<file path="src/rtl/i2c_slave_if.sv">
// I2C bus as seen by the slave: scl and resolved sda come from the wire,
// sda_oe is the open-drain pull-down enable driven back onto the line.
interface i2c_slave_if;
    logic scl;
    logic sda;
    logic sda_oe;

    modport master (output scl, output sda, input sda_oe);
    modport slave  (input scl, input sda, output sda_oe);
endinterface

</file>
<file path="src/rtl/i2c_slave.sv">
// 7-bit-address I2C slave: oversampled bus with synchronized edge/condition
// detection, byte receive with auto-ACK, and byte transmit fed by tx_data.
module i2c_slave (
    input  logic        clk,
    input  logic        rs,
    i2c_slave_if.slave  bus,
    input  logic [6:0]  own_add,
    input  logic [7:0]  tx_data,
    output logic        tx_req,
    output logic [7:0]  rx_data,
    output logic        rx_valid,
    output logic        rw_flag,
    output logic        busy,
    output logic [7:0]  byte_ct
);
    typedef enum logic [2:0] {
        IDLE, ADDR, ADDR_ACK, RX, RX_ACK, TX, TX_ACK, WAIT_STOP
    } state_t;

    // [0] metastable stage, [1] synchronized value, [2] previous synchronized value
    logic [2:0] scl_pipe_reg;
    logic [2:0] sda_pipe_reg;

    always_ff @(posedge clk or negedge rs) begin
        if (!rs) begin
            scl_pipe_reg <= 3'b111;
            sda_pipe_reg <= 3'b111;
        end else begin
            scl_pipe_reg <= {scl_pipe_reg[1:0], bus.scl};
            sda_pipe_reg <= {sda_pipe_reg[1:0], bus.sda};
        end
    end

    logic scl_sync, scl_prev, sda_sync, sda_prev;
    logic scl_rise, scl_fall, start_det, stop_det;

    assign scl_sync  = scl_pipe_reg[1];
    assign scl_prev  = scl_pipe_reg[2];
    assign sda_sync  = sda_pipe_reg[1];
    assign sda_prev  = sda_pipe_reg[2];
    assign scl_rise  = scl_sync & ~scl_prev;
    assign scl_fall  = ~scl_sync & scl_prev;
    // scl must be high in both samples so a simultaneous scl/sda drop is not a START
    assign start_det = scl_sync & scl_prev & sda_prev & ~sda_sync;
    assign stop_det  = scl_sync & scl_prev & ~sda_prev & sda_sync;

    state_t     state_reg,    state_next;
    logic [2:0] bit_cnt_reg,  bit_cnt_next;
    logic [7:0] shift_reg,    shift_next;
    logic       phase_reg,    phase_next;
    logic       sda_oe_reg,   sda_oe_next;
    logic [7:0] rx_data_reg,  rx_data_next;
    logic       rx_valid_reg, rx_valid_next;
    logic       tx_req_reg,   tx_req_next;
    logic       rw_flag_reg,  rw_flag_next;
    logic [7:0] byte_ct_reg,  byte_ct_next;

    always_ff @(posedge clk or negedge rs) begin
        if (!rs) begin
            state_reg    <= IDLE;
            bit_cnt_reg  <= 3'd0;
            shift_reg    <= 8'h00;
            phase_reg    <= 1'b0;
            sda_oe_reg   <= 1'b0;
            rx_data_reg  <= 8'h00;
            rx_valid_reg <= 1'b0;
            tx_req_reg   <= 1'b0;
            rw_flag_reg  <= 1'b0;
            byte_ct_reg  <= 8'h00;
        end else begin
            state_reg    <= state_next;
            bit_cnt_reg  <= bit_cnt_next;
            shift_reg    <= shift_next;
            phase_reg    <= phase_next;
            sda_oe_reg   <= sda_oe_next;
            rx_data_reg  <= rx_data_next;
            rx_valid_reg <= rx_valid_next;
            tx_req_reg   <= tx_req_next;
            rw_flag_reg  <= rw_flag_next;
            byte_ct_reg  <= byte_ct_next;
        end
    end

    // phase_reg: in ACK states, "ACK is being driven"; in TX, "all 8 bits presented"
    always_comb begin
        state_next    = state_reg;
        bit_cnt_next  = bit_cnt_reg;
        shift_next    = shift_reg;
        phase_next    = phase_reg;
        sda_oe_next   = sda_oe_reg;
        rx_data_next  = rx_data_reg;
        rx_valid_next = 1'b0;
        tx_req_next   = 1'b0;
        rw_flag_next  = rw_flag_reg;
        byte_ct_next  = byte_ct_reg;

        if (start_det) begin
            state_next   = ADDR;
            bit_cnt_next = 3'd0;
            phase_next   = 1'b0;
            sda_oe_next  = 1'b0;
        end else if (stop_det) begin
            state_next  = IDLE;
            sda_oe_next = 1'b0;
        end else begin
            case (state_reg)
                ADDR, RX: begin
                    if (scl_rise) begin
                        shift_next   = {shift_reg[6:0], sda_sync};
                        bit_cnt_next = bit_cnt_reg + 3'd1;
                        if (bit_cnt_reg == 3'd7) begin
                            phase_next = 1'b0;
                            if (state_reg == ADDR) begin
                                if (shift_reg[6:0] == own_add) begin
                                    rw_flag_next = sda_sync;
                                    byte_ct_next = 8'h00;
                                    state_next   = ADDR_ACK;
                                end else begin
                                    sda_oe_next = 1'b0;
                                    state_next  = WAIT_STOP;
                                end
                            end else begin
                                rx_data_next  = {shift_reg[6:0], sda_sync};
                                rx_valid_next = 1'b1;
                                byte_ct_next  = byte_ct_reg + 8'd1;
                                state_next    = RX_ACK;
                            end
                        end
                    end
                end
                ADDR_ACK, RX_ACK: begin
                    if (scl_fall) begin
                        if (!phase_reg) begin
                            sda_oe_next = 1'b1;
                            phase_next  = 1'b1;
                        end else begin
                            phase_next   = 1'b0;
                            bit_cnt_next = 3'd0;
                            if (state_reg == ADDR_ACK && rw_flag_reg) begin
                                // the falling edge that ends the ACK already carries bit 7
                                shift_next   = {tx_data[6:0], 1'b0};
                                sda_oe_next  = ~tx_data[7];
                                tx_req_next  = 1'b1;
                                bit_cnt_next = 3'd1;
                                state_next   = TX;
                            end else begin
                                sda_oe_next = 1'b0;
                                state_next  = RX;
                            end
                        end
                    end
                end
                TX: begin
                    if (scl_fall) begin
                        if (phase_reg) begin
                            sda_oe_next = 1'b0;
                            phase_next  = 1'b0;
                            state_next  = TX_ACK;
                        end else begin
                            sda_oe_next  = ~shift_reg[7];
                            shift_next   = {shift_reg[6:0], 1'b0};
                            bit_cnt_next = bit_cnt_reg + 3'd1;
                            if (bit_cnt_reg == 3'd7)
                                phase_next = 1'b1;
                        end
                    end
                end
                TX_ACK: begin
                    if (scl_rise) begin
                        byte_ct_next = byte_ct_reg + 8'd1;
                        if (!sda_sync) begin
                            shift_next   = tx_data;
                            tx_req_next  = 1'b1;
                            bit_cnt_next = 3'd0;
                            phase_next   = 1'b0;
                            state_next   = TX;
                        end else begin
                            state_next = WAIT_STOP;
                        end
                    end
                end
                default: ;
            endcase
        end
    end

    assign bus.sda_oe = sda_oe_reg;
    assign rx_data    = rx_data_reg;
    assign rx_valid   = rx_valid_reg;
    assign tx_req     = tx_req_reg;
    assign rw_flag    = rw_flag_reg;
    assign byte_ct    = byte_ct_reg;
    assign busy       = (state_reg != IDLE) && (state_reg != WAIT_STOP);
endmodule

</file>
<file path="src/flat_wrapper.sv">
// flat-port wrapper written by rule: the top's interface ports become plain ports
module i2c_slave_flat 
  (clk, rs, own_add, tx_data, tx_req, rx_data, rx_valid, rw_flag, busy, byte_ct, bus_scl, bus_sda, bus_sda_oe);
  i2c_slave_if bus_i ();
  input  logic clk;
  input  logic rs;
  input  logic [6:0] own_add;
  input  logic [7:0] tx_data;
  output logic tx_req;
  output logic [7:0] rx_data;
  output logic rx_valid;
  output logic rw_flag;
  output logic busy;
  output logic [7:0] byte_ct;
  input wire logic [$bits(bus_i.scl)-1:0] bus_scl;
  input wire logic [$bits(bus_i.sda)-1:0] bus_sda;
  output wire logic [$bits(bus_i.sda_oe)-1:0] bus_sda_oe;
  assign bus_i.scl = bus_scl;
  assign bus_i.sda = bus_sda;
  assign bus_sda_oe = bus_i.sda_oe;
  i2c_slave u_core (.clk(clk), .rs(rs), .bus(bus_i), .own_add(own_add), .tx_data(tx_data), .tx_req(tx_req), .rx_data(rx_data), .rx_valid(rx_valid), .rw_flag(rw_flag), .busy(busy), .byte_ct(byte_ct));
endmodule
</file>
<file path="config.mk">
export PLATFORM = sky130hd
export DESIGN_NAME = i2c_slave_flat
export DESIGN_NICKNAME = d
export VERILOG_FILES = /design/src/rtl/i2c_slave_if.sv /design/src/rtl/i2c_slave.sv /design/src/flat_wrapper.sv
export SDC_FILE = /design/constraint.sdc
export NUM_CORES = 1
export LEC_CHECK = 0
export ABC_AREA = 1
export CAP_MARGIN = 20
export CORE_ASPECT_RATIO = 0.9
export CORE_MARGIN = 4
export CORE_UTILIZATION = 54
export DETAILED_ROUTE_END_ITERATION = 8
export PLACE_DENSITY = 0.8
export REMOVE_ABC_BUFFERS = 1
export SLEW_MARGIN = 20
export SYNTH_ARGS = -nofsm -noshare
export SYNTH_HDL_FRONTEND = slang
export SYNTH_SLANG_ARGS = --single-unit
</file>
<file path="constraint.sdc">
create_clock -name clk -period 2.1 [get_ports clk]
set_clock_uncertainty 0.2 [all_clocks]
set_input_delay 0.315 -clock clk [delete_from_list [all_inputs] [get_ports clk]]
set_output_delay 0.315 -clock clk [all_outputs]
set_load 0.05 [all_outputs]
</file>
==> results.md, run 1 <==
- Fillers: 380
- Wire per inst: 12.58 um
- Final Max Tran Viols: 0
- IR drop worst, VDD: 0.0008455 V
- Sequential fraction of the synthesis area: 0.4116
- Commonest non-fill, non-tap cell in the layout: nand2_1
- DRT Pass-1 Iters: 5
- Hold Crit Class: flop to flop
- Nets: 403
- Status: completed
- GRT Util Overall: 0.2042
- Initial antenna violation count: 0
- Vias post-DR: 2301
- CP bufs+invs: 1
- Clock sinks: 41
- Largest net degree at the start of global routing: 22
- Root buffer cell: clkbuf_8
- Top-area cell type share of the netlist area: 0.3488
- Placed wire-length estimate: 4382 um
- Top delay family on crit path: buffers and inverters
- Reg clk slew, reported paths: 0.08 ns
- Num CTS Buffers: 5
- Setup TNS: 0 ns
- WL final: 5586 um
- Number of synthesized register bits: 41
- Fin crit share: 0.9723
- Total global routing overflow: 0
- Starting DRT DRC Count: 94
- Global-route wire length before repair: 9439 um
- Number of warnings issued by yosys: 0
- Die Ht: 72.70 um
- Reg2reg start: u_core.state_reg[2]
- Final hold vios: 0
- Cell variety after synth: 37
- # H-tree levels: 2
- FF-to-FF End: u_core.byte_ct[7]
- Dominant cell type by area after synthesis: dfrtp_1
- Relative slew slack: 0.5257
- Startpoint Class: flop
- Synthesized instance count: 333
- Synthesized area per cell: 7.541 um2
- DRC viols: 0
- Reg2Reg Depth: 10
- Max-cap violations: 0
- Worst Hold Depth: 0
- Die Area: 5807 um2
- Critical Path Slowest Stage Cell: clkdlybuf4s50_1
- Die width: 79.88 um
- Arrival @ worst endpoint: 1.53 ns
- Worst path cell trace: clkdlybuf4s50_1
- Ant diodes: 0
- Synth area leaders: dfrtp_1 (35%), nand2_1 (17%), dfstp_2 (6.3%)
- Worst slew pin tran: 0.7089 ns
- Hold Worst Slack: 0.1587 ns
- CP Capture Type: output pin
- CP required: 1.58 ns
- Most frequent cells in the layout: nand2_1 (117), dfrtp_1 (34), clkdlybuf4s50_1 (33)
- Leakage: 1.496 nW
- Routed Antenna Nets: 0
- Clk_lat worst skew: 0.29 ns
- Ports: 40
- Area Growth Syn to Fin: 23.07%
- Total power: 3.986 mW
- Max Buffers Root-to-Sink: 2
- Share of cells above drive strength 1: 0.1571
- Core Footprint: 4461 um2
- Critical path type: flop to output pin
- Routability congestion estimate: 0.9333
- Power per Cell Area: 1290 nW/um2
- CP startpoint: u_core.byte_ct[2]
- RSZ-0062 raised after global routing: no
- Max Freq: 489.8 MHz
- Vias in the first global route: 2104
- Post-synthesis cell area: 2511 um2
- Hold EP: u_core.sda_pipe_reg[1]
- IO buf count: 39
- Initial core utilization: 0.5630
- Final setup fails: 0
- TritonCTS clock tree: built
- Tmin final: 2.042 ns
- R2r setup slk: 0.14 ns
- Critical Path Fanout Max: 5
- Hold Crit Start: u_core.sda_pipe_reg[0]
- Crit-path max cell delay: 0.82 ns
- Drt via density: 5.182
- Num rows: 23
-- routing by layer --
metal	track usage	vias to the layer above	routed length (um)
met2	0.3254	69	2515
met3	0.04815	9	363
met4	0.05066	0	70
li1	-	1170	-
met5	0	-	0
met1	0.2828	1053	2636
-- through the flow --
stage	setup slack [ns]	cell area, um2	std cells	utilization
floorplan	0.2095	2450	326	-
CTS	0.04583	3079	444	0.6903
finish	0.05821	3090	444	0.6928
global placement	0.02003	2985	435	0.6693
detailed placement	-0.01163	2985	435	0.6693
global route	0.005114	3090	444	0.6928
-- cells in the mapped netlist (all sizes together) --
cell,n
xnor2,1
dfstp,6
ha,3
nand2,123
nand3b,3
nand3,32
o21ai,28
xor2,2
clkbuf,1
nor2,25
o21bai,1
o211ai,9
or2,1
nor3,3
inv,38
and2,1
a32o,1
dfrtp,35
o31ai,1
a21oi,9
nand4,4
buf,6
-- how the worst max path moves through the flow --
stage,endpoint,slack (ns),depth (start not counted)
2_1_floorplan,u_core.byte_ct[7],0.21,10
3_3_place_gp,u_core.byte_ct[6],0.02,10
3_5_place_dp,u_core.byte_ct[2],-0.01,10
4_1_cts,byte_ct[0],0.05,1
5_1_grt,byte_ct[2],0.005,1
6_report,byte_ct[2],0.06,1
-- cells by family (layout without fill, tap and decap cells) --
group,count (synthesis),in the layout,synth area share
AOI/OAI and AO/OA,49,49,0.1226
adders and majority gates,3,3,0.01495
and+or+nand+nor,192,192,0.3582
xor gates and xnor gates,3,3,0.01047
DFF,41,41,0.4116
buffers and inverters,45,94,0.08221
-- area by class of cell --
class / count / area [um2] / share of cell area
tap: 62 / 77.57 / 0.02510
inverter: 38 / 145.1 / 0.04696
clock buffer: 7 / 76.32 / 0.02470
multi-input combinational: 247 / 1281 / 0.4146
clock inverter: 1 / 7.507 / 0.002429
sequential: 41 / 1035 / 0.3348
timing repair buffer: 48 / 467.9 / 0.1514
-- power breakdown --
group	switching, mW	internal, mW
registers	0.204	0.984
logic	1.46	0.838
clock network	0.267	0.235
total	1.93	2.06
-- repair_timing --
action | 4_1_cts | 5_1_grt
setup endpoints to repair | 0 | 4
setup buffers | 0 | 0
gates resized for setup | 0 | 7
hold endpoints to repair | 14 | 0
hold buffers | 1 | 0
Note: power is estimated with default switching activity, not from simulation.
==> run 2, diff against run 1 <==
- CORE_MARGIN: 4 -> unset
- TNS_END_PERCENT: unset -> 5
==> run 2 against run 1 <==
Net effect:
- clock power is 3% lower
- non-clock buffer count fell by 1
- routed wire length down 2.8%
- utilization down 0.056 points
- power down 0.39%
- count of clock-buffer cells in the layout decreased by 1
==> results.md, run 2 (same netlist as run 1, synthesis figures left out) <==
- Inst Count DP: 434
- Core Util, Final: 0.6923
- Critical path type: flop to output pin
- CP bufs+invs: 1
- R2r setup slk: 0.12 ns
- FF-to-FF End: u_core.bit_cnt_reg[0]
- Setup WS post-layout: 0.04416 ns
- Final setup fails: 0
- Met3 usage: 0.04236
- DRT Pass-1 Iters: 4
- Non-filler instance count after layout: 442
- Critical Path Slowest Stage Cell: clkdlybuf4s50_1
- Num rows: 23
- Ant diodes: 0
- Sequential share of power: 0.297
- Final hold vios: 0
- Hold Crit Class: flop to flop
- Fin crit share: 0.9790
- Total global routing overflow: 0
- Die width: 73.88 um
- Worst path cell trace: clkdlybuf4s50_1
- Leakage: 1.524 nW
- Vias post-DR: 2283
- Clock power frac: 0.122
- Placed wire-length estimate: 4170 um
- CP Capture Type: output pin
- Reg clk slew, reported paths: 0.08 ns
- TritonCTS clock tree: built
- Die Ht: 66.70 um
- Crit-path max cell delay: 0.83 ns
- Vias in the first global route: 2114
- Commonest non-fill, non-tap cell in the layout: nand2_1
- Internal power: 2.051 mW
- Reg2Reg Depth: 7
- Critical Path Fanout Max: 5
- Core Footprint: 4461 um2
- Die Area: 4927 um2
- IR drop worst, VDD: 0.0009112 V
- GRT busiest layer: met2
- Starting DRT DRC Count: 143
- CP required: 1.58 ns
- Global-route wire length before repair: 9156 um
- Worst slew pin tran: 0.7505 ns
- Met2 GRT Util: 0.4289
- Logic pwr share: 0.580
- Final Max Tran Viols: 0
- # H-tree levels: 2
- Net Sw Power: 1.919 mW
- Power per Cell Area: 1286 nW/um2
- Routed Antenna Nets: 0
- Hold Crit Start: u_core.sda_pipe_reg[0]
- Largest net degree at the start of global routing: 42
- Tmin final: 2.056 ns
- Area Growth Syn to Fin: 22.97%
- GRT Util Overall: 0.2460
- Relative slew slack: 0.4978
- Routability congestion estimate: 0.9122
- Max Freq: 486.4 MHz
- Share of cells above drive strength 1: 0.1500
- Max Buffers Root-to-Sink: 2
- Ports: 40
- Clock sinks: 41
- Switching part of the total: 0.4833
- Nets: 402
- Drt via density: 5.165
- Hold Worst Slack: 0.1571 ns
- IO buf count: 39
- RSZ-0062 raised after global routing: no
- Worst Hold Depth: 0
- Startpoint Class: flop
- GR Util met1: 0.3167
- Most frequent cells in the layout: nand2_1 (117), dfrtp_1 (34), inv_1 (33)
- Status: completed
- Initial core utilization: 0.5630
- Wire per inst: 12.28 um
- Num CTS Buffers: 5
- Root buffer cell: clkbuf_8
- WL final: 5427 um
- Initial antenna violation count: 0
- Top delay family on crit path: buffers and inverters
- Total power: 3.970 mW
- Max-cap violations: 0
- Clk_lat worst skew: 0.29 ns
- Placement Setup Slack: -0.02156 ns
- DRC viols: 0
- Hold EP: u_core.sda_pipe_reg[1]
- Reg2reg start: u_core.scl_pipe_reg[2]
- Arrival @ worst endpoint: 1.54 ns
-- run 2: changes by cell type in the layout (fill, tap and decap cells not counted), sizes merged --
cell | before | now
dlymetal6s2s | 0 | 2
clkinvlp | 1 | 0
clkbuf | 7 | 6
clkdlybuf4s50 | 33 | 32
clkinv | 0 | 1
buf | 14 | 12
-- run 2: through the flow --
stage                     cell area (um2)  setup TNS, ns
after floorplan                      2450              0
after global placement               2980              0
after detailed placement             2980       -0.05178
after CTS                            3072              0
after global routing                 3088              0
final                                3088              0
-- run 2: per-layer routing --
layer,vias to the layer above,part of all wire
li1,1167,-
met5,-,0
met3,7,0.051
met1,1046,0.47
met4,0,0.0074
met2,63,0.47
-- run 2: what timing repair did --
item | 4_1_cts | 5_1_grt
setup endpoints to repair | 0 | 19
hold buffers | 1 | 0
hold endpoints to repair | 35 | 0
gates resized for setup | 0 | 7
setup buffers | 0 | 0
-- run 2: power by group through the flow --
stage / Clock (mW) / Combinational [mW] / Sequential [mW]
after floorplan: 0 / 1.44 / 1.34
after global placement: 0 / 2.24 / 1.18
after detailed placement: 0 / 2.28 / 1.19
after CTS: 0.497 / 2.29 / 1.17
after global routing: 0.531 / 2.58 / 1.21
final: 0.486 / 2.30 / 1.18
-- run 2: cell type report --
class,instances,area [um2]
clock inverters,1,8.758
inverters,38,145.1
well taps,62,77.57
fillers,381,1373
flip-flops and latches,41,1035
multi-input cells,247,1281
repair buffers,47,467.9
clock buffers,6,72.57
-- run 2: how the worst max path moves through the flow --
stage	startpoint	endpoint	depth (start not counted)
2_1_floorplan	u_core.state_reg[1]	u_core.byte_ct[7]	10
3_3_place_gp	own_add[0]	u_core.byte_ct[6]	10
3_5_place_dp	own_add[5]	u_core.byte_ct[2]	10
4_1_cts	u_core.byte_ct[6]	byte_ct[6]	1
5_1_grt	u_core.scl_pipe_reg[2]	u_core.bit_cnt_reg[0]	7
6_report	u_core.byte_ct[2]	byte_ct[2]	1
==> run 3, diff against run 2 <==
- CORE_UTILIZATION: 54 -> 50
- CTS_CLUSTER_SIZE: unset -> 30
- PLACE_DENSITY: 0.8 -> 0.75
==> run 3 against run 2 <==
Net effect:
- worst hold slack barely moved
- first-iteration DRC count rose by 42%
- highest routed layer unchanged
- combinational power barely moved
- die area rose by 7.8%
- power rose by 3.4%
- worst setup slack improved by 0.0069 ns
- sequential cell count did not move
==> results.md, run 3 (same netlist as run 1, synthesis figures left out) <==
- Status: completed
- Vias in the first global route: 2149
- IR drop worst, VDD: 0.0009167 V
- Share of cells above drive strength 1: 0.1496
- Core Footprint: 4835 um2
- # H-tree levels: 2
- Clock power frac: 0.151
- Internal power: 2.161 mW
- IO buf count: 39
- Power per Cell Area: 1317 nW/um2
- R2r setup slk: 0.10 ns
- Critical path endpoint: byte_ct[0]
- Crit-path max cell delay: 0.82 ns
- Leakage: 1.529 nW
- Net Sw Power: 1.942 mW
- Final hold vios: 0
- Reg2reg start: u_core.scl_pipe_reg[1]
- Die Ht: 69.23 um
- RSZ-0062 raised after global routing: no
- Num CTS Buffers: 5
- Reg2Reg Depth: 9
- WL final: 5597 um
- Root buffer cell: clkbuf_8
- Commonest non-fill, non-tap cell in the layout: nand2_1
- Routability congestion estimate: 0.9468
- Max-cap violations: 0
- Sequential share of power: 0.287
- Arrival @ worst endpoint: 1.53 ns
- Clk_lat worst skew: 0.30 ns
- DP Area: 2984 um2
- GRT Util Overall: 0.2283
- Logic depth of the worst path, buffers included: 1
- Global-route wire length before repair: 9604 um
- Vias post-DR: 2328
- DRT Pass-1 Iters: 5
- CP startpoint: u_core.byte_ct[0]
- Final instance area: 3115 um2
- Initial core utilization: 0.5194
- CP bufs+invs: 1
- Fin crit share: 0.9757
- Logic pwr share: 0.561
- Ant diodes: 0
- Setup Fix Bufs, Post-CTS: 0
- Placed wire-length estimate: 4355 um
- Die Area: 5310 um2
- Max Buffers Root-to-Sink: 2
- Placement Setup Slack: -0.07138 ns
- Relative slew slack: 0.5073
- TritonCTS clock tree: built
- Clock sinks: 41
- Critical Path Fanout Max: 5
- Final Max Tran Viols: 0
- Starting DRT DRC Count: 203
- Hold Crit Class: flop to flop
- Switching part of the total: 0.4734
- Area Growth Syn to Fin: 24.07%
- Most frequent cells in the layout: nand2_1 (117), dfrtp_1 (34), inv_1 (33), clkdlybuf4s50_1 (33), nand3_1 (29)
- Final setup fails: 0
- Nets: 402
- Critical Path Slowest Stage Cell: clkdlybuf4s50_1
- DRC viols: 0
- Drt via density: 5.220
- CP required: 1.58 ns
- Routed Antenna Nets: 0
- CP Capture Type: output pin
- Worst slew pin tran: 0.7364 ns
- Top delay family on crit path: buffers and inverters
- Startpoint Class: flop
- Largest net degree at the start of global routing: 22
- Critical path type: flop to output pin
- Max Freq: 488.1 MHz
- Reg clk slew, reported paths: 0.08 ns
- Die width: 76.70 um
- Wire per inst: 12.55 um
- Worst path cell trace: clkdlybuf4s50_1
- FF-to-FF End: u_core.shift_reg[1]
- Num rows: 24
- Ports: 40
- Total global routing overflow: 0
- Initial antenna violation count: 0
- Tmin final: 2.049 ns
- Setup WS post-layout: 0.05108 ns
run 3: worst reg2reg max path, delay by kind of cell, from the launching register on:
kind	cells	cell delay (ns)
buffers and inverters	2	0.23
DFF	1	0.57
and+or+nand+nor	7	0.89
run 3: routing by layer:
layer	wire [um]	track usage	up-vias
met5	0	0	-
met4	97	0.07479	0
met3	355	0.04079	12
met2	2549	0.3790	76
met1	2594	0.3017	1069
li1	-	-	1171
run 3: worst min path at each step:
| stage | start | endpoint | slack, ns | cells past startpoint |
|---|---|---|---|---|
| 5_1_grt | u_core.scl_pipe_reg[0] | u_core.scl_pipe_reg[1] | 0.16 | 0 |
| 2_1_floorplan | rs | u_core.bit_cnt_reg[0] | -0.18 | 0 |
| 4_1_cts | u_core.scl_pipe_reg[0] | u_core.scl_pipe_reg[1] | 0.16 | 0 |
| 6_report | u_core.scl_pipe_reg[0] | u_core.scl_pipe_reg[1] | 0.16 | 0 |
| 3_5_place_dp | rs | u_core.rx_data[5] | 0.11 | 1 |
| 3_3_place_gp | rs | u_core.rx_data[5] | 0.11 | 1 |
run 3: layout make-up:
class | instances | area [um2]
tap | 65 | 81.33
clock inverter | 2 | 35.03
multi-input combinational | 247 | 1279
timing repair buffer | 47 | 465.4
inverter | 38 | 147.6
clock buffer | 6 | 72.57
fill | 405 | 1719
sequential | 41 | 1035
run 3: power by group through the flow:
stage	registers, mW	logic [mW]	clock network [mW]
6_report	1.18	2.30	0.622
5_1_grt	1.21	2.57	0.659
4_1_cts	1.17	2.29	0.633
3_5_place_dp	1.18	2.28	0
3_3_place_gp	1.18	2.24	0
2_1_floorplan	1.34	1.44	0
run 3: what timing repair did:
action | CTS | global route
hold buffers | 1 | 0
setup endpoints to repair | 0 | 14
gates resized for setup | 0 | 6
hold endpoints to repair | 20 | 0
run 3: stage by stage:
stage	util	std cells	power (mW)	hold slack (ns)	TNS, ns
after global routing	0.6444	446	4.438	0.1601	0
after detailed placement	0.6172	437	3.460	0.1113	-0.4875
final	0.6444	446	4.104	0.1569	0
after floorplan	-	326	2.779	-0.1806	0
after CTS	0.6416	446	4.089	0.1596	0
after global placement	0.6172	437	3.425	0.1095	0
